`config.mk`:
```
export PLATFORM = sky130hd
export DESIGN_NAME = decode_ctrl
export DESIGN_NICKNAME = d
export VERILOG_FILES = /design/src/rtl/decode_ctrl_pkg.sv /design/src/rtl/decode_ctrl_immgen.sv /design/src/rtl/decode_ctrl.sv
export SDC_FILE = /design/constraint.sdc
export NUM_CORES = 1
export LEC_CHECK = 0
export ABC_AREA = 1
export BUFFER_PORTS_ARGS = -buffer_cell sky130_fd_sc_hd__buf_2
export CAP_MARGIN = 20
export CORE_ASPECT_RATIO = 1.25
export CORE_MARGIN = 2
export CORE_UTILIZATION = 37
export CTS_BUF_LIST = sky130_fd_sc_hd__clkbuf_8
export CTS_CLUSTER_DIAMETER = 120
export CTS_CLUSTER_SIZE = 10
export DETAILED_ROUTE_END_ITERATION = 8
export PLACE_DENSITY = 0.62
export SLEW_MARGIN = 30
export SYNTH_ARGS = -nofsm -noshare
export SYNTH_HDL_FRONTEND = slang
export SYNTH_SLANG_ARGS = --single-unit
export TNS_END_PERCENT = 50
```
`constraint.sdc`:
```
create_clock -name i_clk -period 1.26 [get_ports i_clk]
set_input_delay 0.252 -clock i_clk [delete_from_list [all_inputs] [get_ports i_clk]]
set_output_delay 0.252 -clock i_clk [all_outputs]
set_load 0.05 [all_outputs]
```
`src/rtl/decode_ctrl_pkg.sv`:
```
// decode_ctrl_pkg: shared definitions for the decode-stage controller.
//   - RV32 opcode constants used by immediate generation and hazard checks
//   - occupancy state encoding of the two-entry skid buffer
//   - decode packet field widths and the fixed-width field bundle
//   - helpers classifying which source registers an opcode reads
package decode_ctrl_pkg;

  localparam int unsigned DEC_XLEN = 32;
  localparam int unsigned INSTR_W  = 32;
  localparam int unsigned REG_W    = 5;
  localparam int unsigned OPC_W    = 7;

  localparam logic [OPC_W-1:0] OPC_LUI   = 7'b0110111;
  localparam logic [OPC_W-1:0] OPC_AUIPC = 7'b0010111;
  localparam logic [OPC_W-1:0] OPC_JAL   = 7'b1101111;
  localparam logic [OPC_W-1:0] OPC_JALR  = 7'b1100111;
  localparam logic [OPC_W-1:0] OPC_B     = 7'b1100011;
  localparam logic [OPC_W-1:0] OPC_S     = 7'b0100011;
  localparam logic [OPC_W-1:0] OPC_LOAD  = 7'b0000011;
  localparam logic [OPC_W-1:0] OPC_I     = 7'b0010011;
  localparam logic [OPC_W-1:0] OPC_R     = 7'b0110011;

  typedef enum logic [1:0] {
    OCC_EMPTY = 2'd0,
    OCC_ONE   = 2'd1,
    OCC_FULL  = 2'd2
  } occ_state_t;

  // Width-independent part of a decode packet; pc and imm are XLEN wide
  // and are carried alongside so the top can stay parameterised.
  typedef struct packed {
    logic [INSTR_W-1:0] instr;
    logic [REG_W-1:0]   rd;
    logic [REG_W-1:0]   rs1;
    logic [REG_W-1:0]   rs2;
  } dec_fields_t;

  function automatic dec_fields_t split_fields(input logic [INSTR_W-1:0] instr);
    dec_fields_t f;
    f.instr = instr;
    f.rd    = instr[11:7];
    f.rs1   = instr[19:15];
    f.rs2   = instr[24:20];
    return f;
  endfunction

  function automatic logic uses_rs1(input logic [OPC_W-1:0] opc);
    return !((opc == OPC_LUI) || (opc == OPC_AUIPC) || (opc == OPC_JAL));
  endfunction

  function automatic logic uses_rs2(input logic [OPC_W-1:0] opc);
    return (opc == OPC_R) || (opc == OPC_S) || (opc == OPC_B);
  endfunction

endpackage

```
`src/rtl/decode_ctrl_immgen.sv`:
```
// decode_ctrl_immgen: combinational immediate generator.
//   instr : in  INSTR_W  instruction word
//   imm   : out XLEN     formatted immediate (U/S/B/J, I-format for all else)
module decode_ctrl_immgen
  import decode_ctrl_pkg::*;
#(
  parameter int unsigned XLEN = DEC_XLEN
) (
  input  logic [INSTR_W-1:0] instr,
  output logic [XLEN-1:0]    imm
);

  logic signed [31:0] imm32;

  always_comb begin
    imm32 = '0;
    case (instr[OPC_W-1:0])
      OPC_LUI, OPC_AUIPC: imm32 = {instr[31:12], 12'b0};
      OPC_S:   imm32 = 32'($signed({instr[31:25], instr[11:7]}));
      OPC_B:   imm32 = 32'($signed({instr[31], instr[7], instr[30:25], instr[11:8], 1'b0}));
      OPC_JAL: imm32 = 32'($signed({instr[31], instr[19:12], instr[20], instr[30:21], 1'b0}));
      default: imm32 = 32'($signed(instr[31:20]));
    endcase
  end

  assign imm = XLEN'(imm32);

endmodule

```
`src/rtl/decode_ctrl.sv`:
```
// decode_ctrl: decode-stage controller with a two-entry skid buffer.
// Accepts instructions from fetch (valid/ready), attaches immediate and
// register fields, and presents one registered packet per cycle to execute.
// Ports:
//   i_clk, i_rst_n        clock, asynchronous active-low reset
//   i_ifValid/o_ifReady   fetch handshake (o_ifReady registered)
//   i_ifInstr, i_ifPc     incoming instruction and its PC
//   o_exValid/i_exReady   execute handshake
//   o_exInstr, o_exPc, o_exImm, o_exRd, o_exRs1, o_exRs2  decode packet
//   i_flush               drop all buffered instructions
//   i_exLoadValid, i_exLoadRd  load in execute (load-use interlock)
// Build option: define DECODE_LOAD_USE_STALL_EN to enable the load-use
// interlock; otherwise i_exLoad* are ignored.
module decode_ctrl
  import decode_ctrl_pkg::*;
#(
  parameter int unsigned XLEN = DEC_XLEN
) (
  input  logic               i_clk,
  input  logic               i_rst_n,
  input  logic               i_ifValid,
  input  logic [INSTR_W-1:0] i_ifInstr,
  input  logic [XLEN-1:0]    i_ifPc,
  output logic               o_ifReady,
  output logic               o_exValid,
  input  logic               i_exReady,
  output logic [INSTR_W-1:0] o_exInstr,
  output logic [XLEN-1:0]    o_exPc,
  output logic [XLEN-1:0]    o_exImm,
  output logic [REG_W-1:0]   o_exRd,
  output logic [REG_W-1:0]   o_exRs1,
  output logic [REG_W-1:0]   o_exRs2,
  input  logic               i_flush,
  input  logic               i_exLoadValid,
  input  logic [REG_W-1:0]   i_exLoadRd
);

  occ_state_t  state_q, state_d;
  logic        if_ready_q;
  logic        fetch_beat, exec_beat, out_valid, hazard;
  logic        load_out_in, load_out_skid, load_skid;

  dec_fields_t     in_fields, out_fields_q, skid_fields_q;
  logic [XLEN-1:0] in_imm, out_pc_q, out_imm_q, skid_pc_q, skid_imm_q;

  decode_ctrl_immgen #(.XLEN(XLEN)) u_immgen (
    .instr (i_ifInstr),
    .imm   (in_imm)
  );

  assign in_fields = split_fields(i_ifInstr);

  assign out_valid  = (state_q != OCC_EMPTY);
  assign o_exValid  = out_valid & ~hazard;
  assign fetch_beat = i_ifValid & if_ready_q;
  assign exec_beat  = o_exValid & i_exReady;
  assign o_ifReady  = if_ready_q;

`ifdef DECODE_LOAD_USE_STALL_EN
  logic [OPC_W-1:0] out_opc;
  assign out_opc = out_fields_q.instr[OPC_W-1:0];
  assign hazard  = i_exLoadValid && (i_exLoadRd != '0) &&
                   ((uses_rs1(out_opc) && (out_fields_q.rs1 == i_exLoadRd)) ||
                    (uses_rs2(out_opc) && (out_fields_q.rs2 == i_exLoadRd)));
`else
  logic unused_load;
  assign unused_load = ^{i_exLoadValid, i_exLoadRd};
  assign hazard      = 1'b0;
`endif

  // State register; ready is registered from the next state so it is
  // low exactly while the buffer is full.
  always_ff @(posedge i_clk or negedge i_rst_n) begin
    if (!i_rst_n) begin
      state_q    <= OCC_EMPTY;
      if_ready_q <= 1'b0;
    end else begin
      state_q    <= state_d;
      if_ready_q <= (state_d != OCC_FULL);
    end
  end

  always_comb begin
    state_d = state_q;
    case (state_q)
      OCC_EMPTY: if (fetch_beat) state_d = OCC_ONE;
      OCC_ONE: begin
        if (fetch_beat && !exec_beat)      state_d = OCC_FULL;
        else if (!fetch_beat && exec_beat) state_d = OCC_EMPTY;
      end
      OCC_FULL:  if (exec_beat) state_d = OCC_ONE;
      default:   state_d = OCC_EMPTY;
    endcase
    if (i_flush) state_d = OCC_EMPTY;
  end

  // Register load enables; a flush suppresses loads so a fetch beat in
  // the flush cycle is consumed without being stored.
  always_comb begin
    load_out_in   = 1'b0;
    load_out_skid = 1'b0;
    load_skid     = 1'b0;
    if (!i_flush) begin
      case (state_q)
        OCC_EMPTY: load_out_in = fetch_beat;
        OCC_ONE: begin
          load_out_in = fetch_beat & exec_beat;
          load_skid   = fetch_beat & ~exec_beat;
        end
        OCC_FULL:  load_out_skid = exec_beat;
        default: ;
      endcase
    end
  end

  always_ff @(posedge i_clk or negedge i_rst_n) begin
    if (!i_rst_n) begin
      out_fields_q  <= '0;
      out_pc_q      <= '0;
      out_imm_q     <= '0;
      skid_fields_q <= '0;
      skid_pc_q     <= '0;
      skid_imm_q    <= '0;
    end else begin
      if (load_out_in) begin
        out_fields_q <= in_fields;
        out_pc_q     <= i_ifPc;
        out_imm_q    <= in_imm;
      end else if (load_out_skid) begin
        out_fields_q <= skid_fields_q;
        out_pc_q     <= skid_pc_q;
        out_imm_q    <= skid_imm_q;
      end
      if (load_skid) begin
        skid_fields_q <= in_fields;
        skid_pc_q     <= i_ifPc;
        skid_imm_q    <= in_imm;
      end
    end
  end

  assign o_exInstr = out_fields_q.instr;
  assign o_exRd    = out_fields_q.rd;
  assign o_exRs1   = out_fields_q.rs1;
  assign o_exRs2   = out_fields_q.rs2;
  assign o_exPc    = out_pc_q;
  assign o_exImm   = out_imm_q;

endmodule

```
==> impl_metrics.tcl <==
set metrics [dict create \
    synth-seq-cells 193 \
    grt_overflow 0 \
    cap_violations 0 \
    grt_start_max_net_pins 60 \
    reg2reg_depth 8 \
    clk_pin_slew_ns 0.11 \
    crit_path_start "state_q[1]$_DFF_PN0_" \
    violations "negative setup slack" \
    multi_input_area_mm2 0.00395 \
    die_h_um 179 \
    drtAntennaViolNets 0 \
    setup_viol 304 \
    min_from "i_ifInstr[17]" \
    drt_iter0_markers 498 \
    clock_latency_ns 0.48 \
    r2r-start "state_q[1]$_DFF_PN0_" \
    finClkSkew_ns 0.0185 \
    grt_pass1_wl_um 39500 \
    first_pass_iters 5 \
    rsz0062_at_grt "yes" \
    cts_buffers 17 \
    cp-end-kind "output port" \
    synth_common_cells "nand2_1, dfrtp_1, inv_1" \
    yosysMostFrequentCell "nand2_1" \
    hold_violations 0 \
    synth_top_area_cell "dfrtp_1" \
    cellPowerDensity_mw_per_mm2 1520 \
    via_per_inst 4.92 \
    finalCritPeriodShare 1.27 \
    cts_tree "built" \
    ys.flop_type "dfrtp_1" \
    port_buffers 181 \
    seq_area_mm2 0.00484 \
    leakage_uw 0.00643 \
    avgSynthCellArea_um2 8.24 \
    synth_area_leaders "dfrtp_1, nand2_1, o21ai_0" \
    synth_top_area_share 0.534 \
    tightestPinTransition_ns 0.410 \
    cp_max_fo 3 \
    n_antenna_cell 0 \
    wl_per_cell_um 17.3 \
    grt_pass1_vias 7667 \
    post-place-cells 1565 \
    core_mm2 0.0239 \
    dieWidth_um 144 \
    cp.arrival_ns 1.35 \
    fmax_mhz 623 \
    top_level_ports 188 \
    cts.sinks 193 \
    start_kind "flip-flop" \
    nFillCells 2182 \
    synth_cells 1096 \
    syn_area_mm2 0.00904 \
    grtUsageTotal 0.196 \
    fin_nets 1415 \
    fin_ws_ns -0.345 \
    hold_path.class "in2reg" \
    vias 8262 \
    syn2layout_area_growth_pct 41.3 \
    async_reset_ff_frac 1.00 \
    finalHoldWorstSlack_ns 0.0421 \
    drive_above_1_share 0.345 \
    htreeDepth 4 \
    stdcell_count 1678 \
    ys_types 30 \
    antenna_found_initial 1 \
    drt-total-wl_um 29100 \
    power_uw 19400 \
    synthesis.nets 1171 \
    cts_max_path_buffers 2 \
    ys_warn_count 0 \
    hold_depth 3 \
    root_buffer "clkbuf_8" \
    dp_hpwl_um 16200 \
    die_area_mm2 0.0257 \
    floorplan.initialDensity 0.378 \
    drc 0 \
    ir_worst_vdd_v 0.000818 \
    crit_type "reg2out" \
    tns_ns -52.78 \
    post-route-min-period_ns 1.60 \
    status "finished, violations left" \
    routabilityCongestion 0.767 \
    final-max-slew-violation-count 0 \
    seq_area_frac_synth 0.534 \
    synth_edf_count 0 \
    max-slew-margin-rel 0.727 \
    fp-row-count 63 \
    cp.required_ns 1.01 \
]
==> path summary, 6_finish.rpt <==
| path | to | slack [ns] |
|---|---|---|
| worst min register to register | skid_pc_q[30]$_DFFE_PN0P_ | 0.48 |
| worst max-delay path | o_exValid | -0.34 |
| worst min-delay path | o_exInstr[17]$_DFFE_PN0P_ | 0.04 |
| max in group asynchronous | skid_pc_q[1]$_DFFE_PN0P_ | 0.42 |
| worst max register to register | o_exPc[23]$_DFFE_PN0P_ | -0.34 |
| min in group asynchronous | o_exPc[30]$_DFFE_PN0P_ | 0.23 |
==> kinds of logic after synthesis <==
group,synth area share
simple gates,0.238
buf+inv,0.102
compound gates,0.125
flops,0.534
==> cell usage in the layout (no fill, tap or decap), types with 5 or more instances in the layout <==
cell type      count
o221ai_1          11
dlygate4sd3_1     34
buf_12            20
nand2_4           12
dfrtp_2            5
buf_2            168
nand3_1           64
a21oi_2           22
o21ai_0           40
a21oi_1           37
nand2_1          301
clkbuf_8          20
nand2_2           29
nand3_4            5
o21ai_1           46
clkbuf_16         17
nand3_2           16
nor2_1            51
buf_4             35
dfrtp_1          188
o221ai_2           8
nor2_4            24
inv_1            104
o211ai_1           8
buf_6             23
o21ai_2           21
buf_8              5
==> where the power goes <==
group	internal, uW	switching [uW]	total [uW]
Sequential	7600	929	8530
Combinational	2100	4570	6680
Clock	1740	2440	4190
==> area by class of cell <==
type,count,share of cell area
multi-input combinational,710,0.309
clock inverter,13,0.0111
timing repair buffer,307,0.214
timing repair inverter,1,0.00127
tap,325,0.0318
inverter,110,0.0339
sequential,193,0.379
clock buffer,19,0.0205
==> sequential cells by signal (all words and copies together), names as in the netlist <==
signal / count
o_exImm: 31
o_exPc: 32
state_q: 2
skid_fields_q: 32
skid_pc_q: 32
o_ifReady: 1
skid_imm_q: 31
o_exInstr: 32
==> timing repair <==
action | 4_1_cts | 5_1_grt
resized for setup | 44 | 246
pin swaps | 1 | 26
endpoints found under the hold margin | 198 | 0
endpoints found under the setup margin | 305 | 305
hold buffers | 34 | 0
cloned | 3 | 26
buffers inserted | 5 | 15
==> metal layers <==
metal / global-route usage / vias to the layer above / wire length, um / share of wire
li1: - / 3988 / - / -
met1: 0.250 / 4008 / 12000 / 0.41
met2: 0.343 / 228 / 15300 / 0.53
met3: 0.0323 / 36 / 1260 / 0.043
met4: 0.0547 / 2 / 496 / 0.017
met5: 0 / - / 13 / 0.00045
==> stage by stage <==
| stage | area, um^2 | utilization | worst slack, ns |
|---|---|---|---|
| after floorplan | 9110 | - | -0.0907 |
| after global placement | 10400 | 0.434 | -0.243 |
| after detailed placement | 10400 | 0.434 | -0.283 |
| after CTS | 11400 | 0.476 | -0.330 |
| after global routing | 12800 | 0.535 | -0.382 |
| final | 12800 | 0.535 | -0.345 |
==> critical path, cell delays in order (launching register included) <==
cell     delay [ns]
dfrtp_2        0.46
or2_4          0.26
buf_8          0.15
No activity file was read; power rests on OpenSTA's default activity.
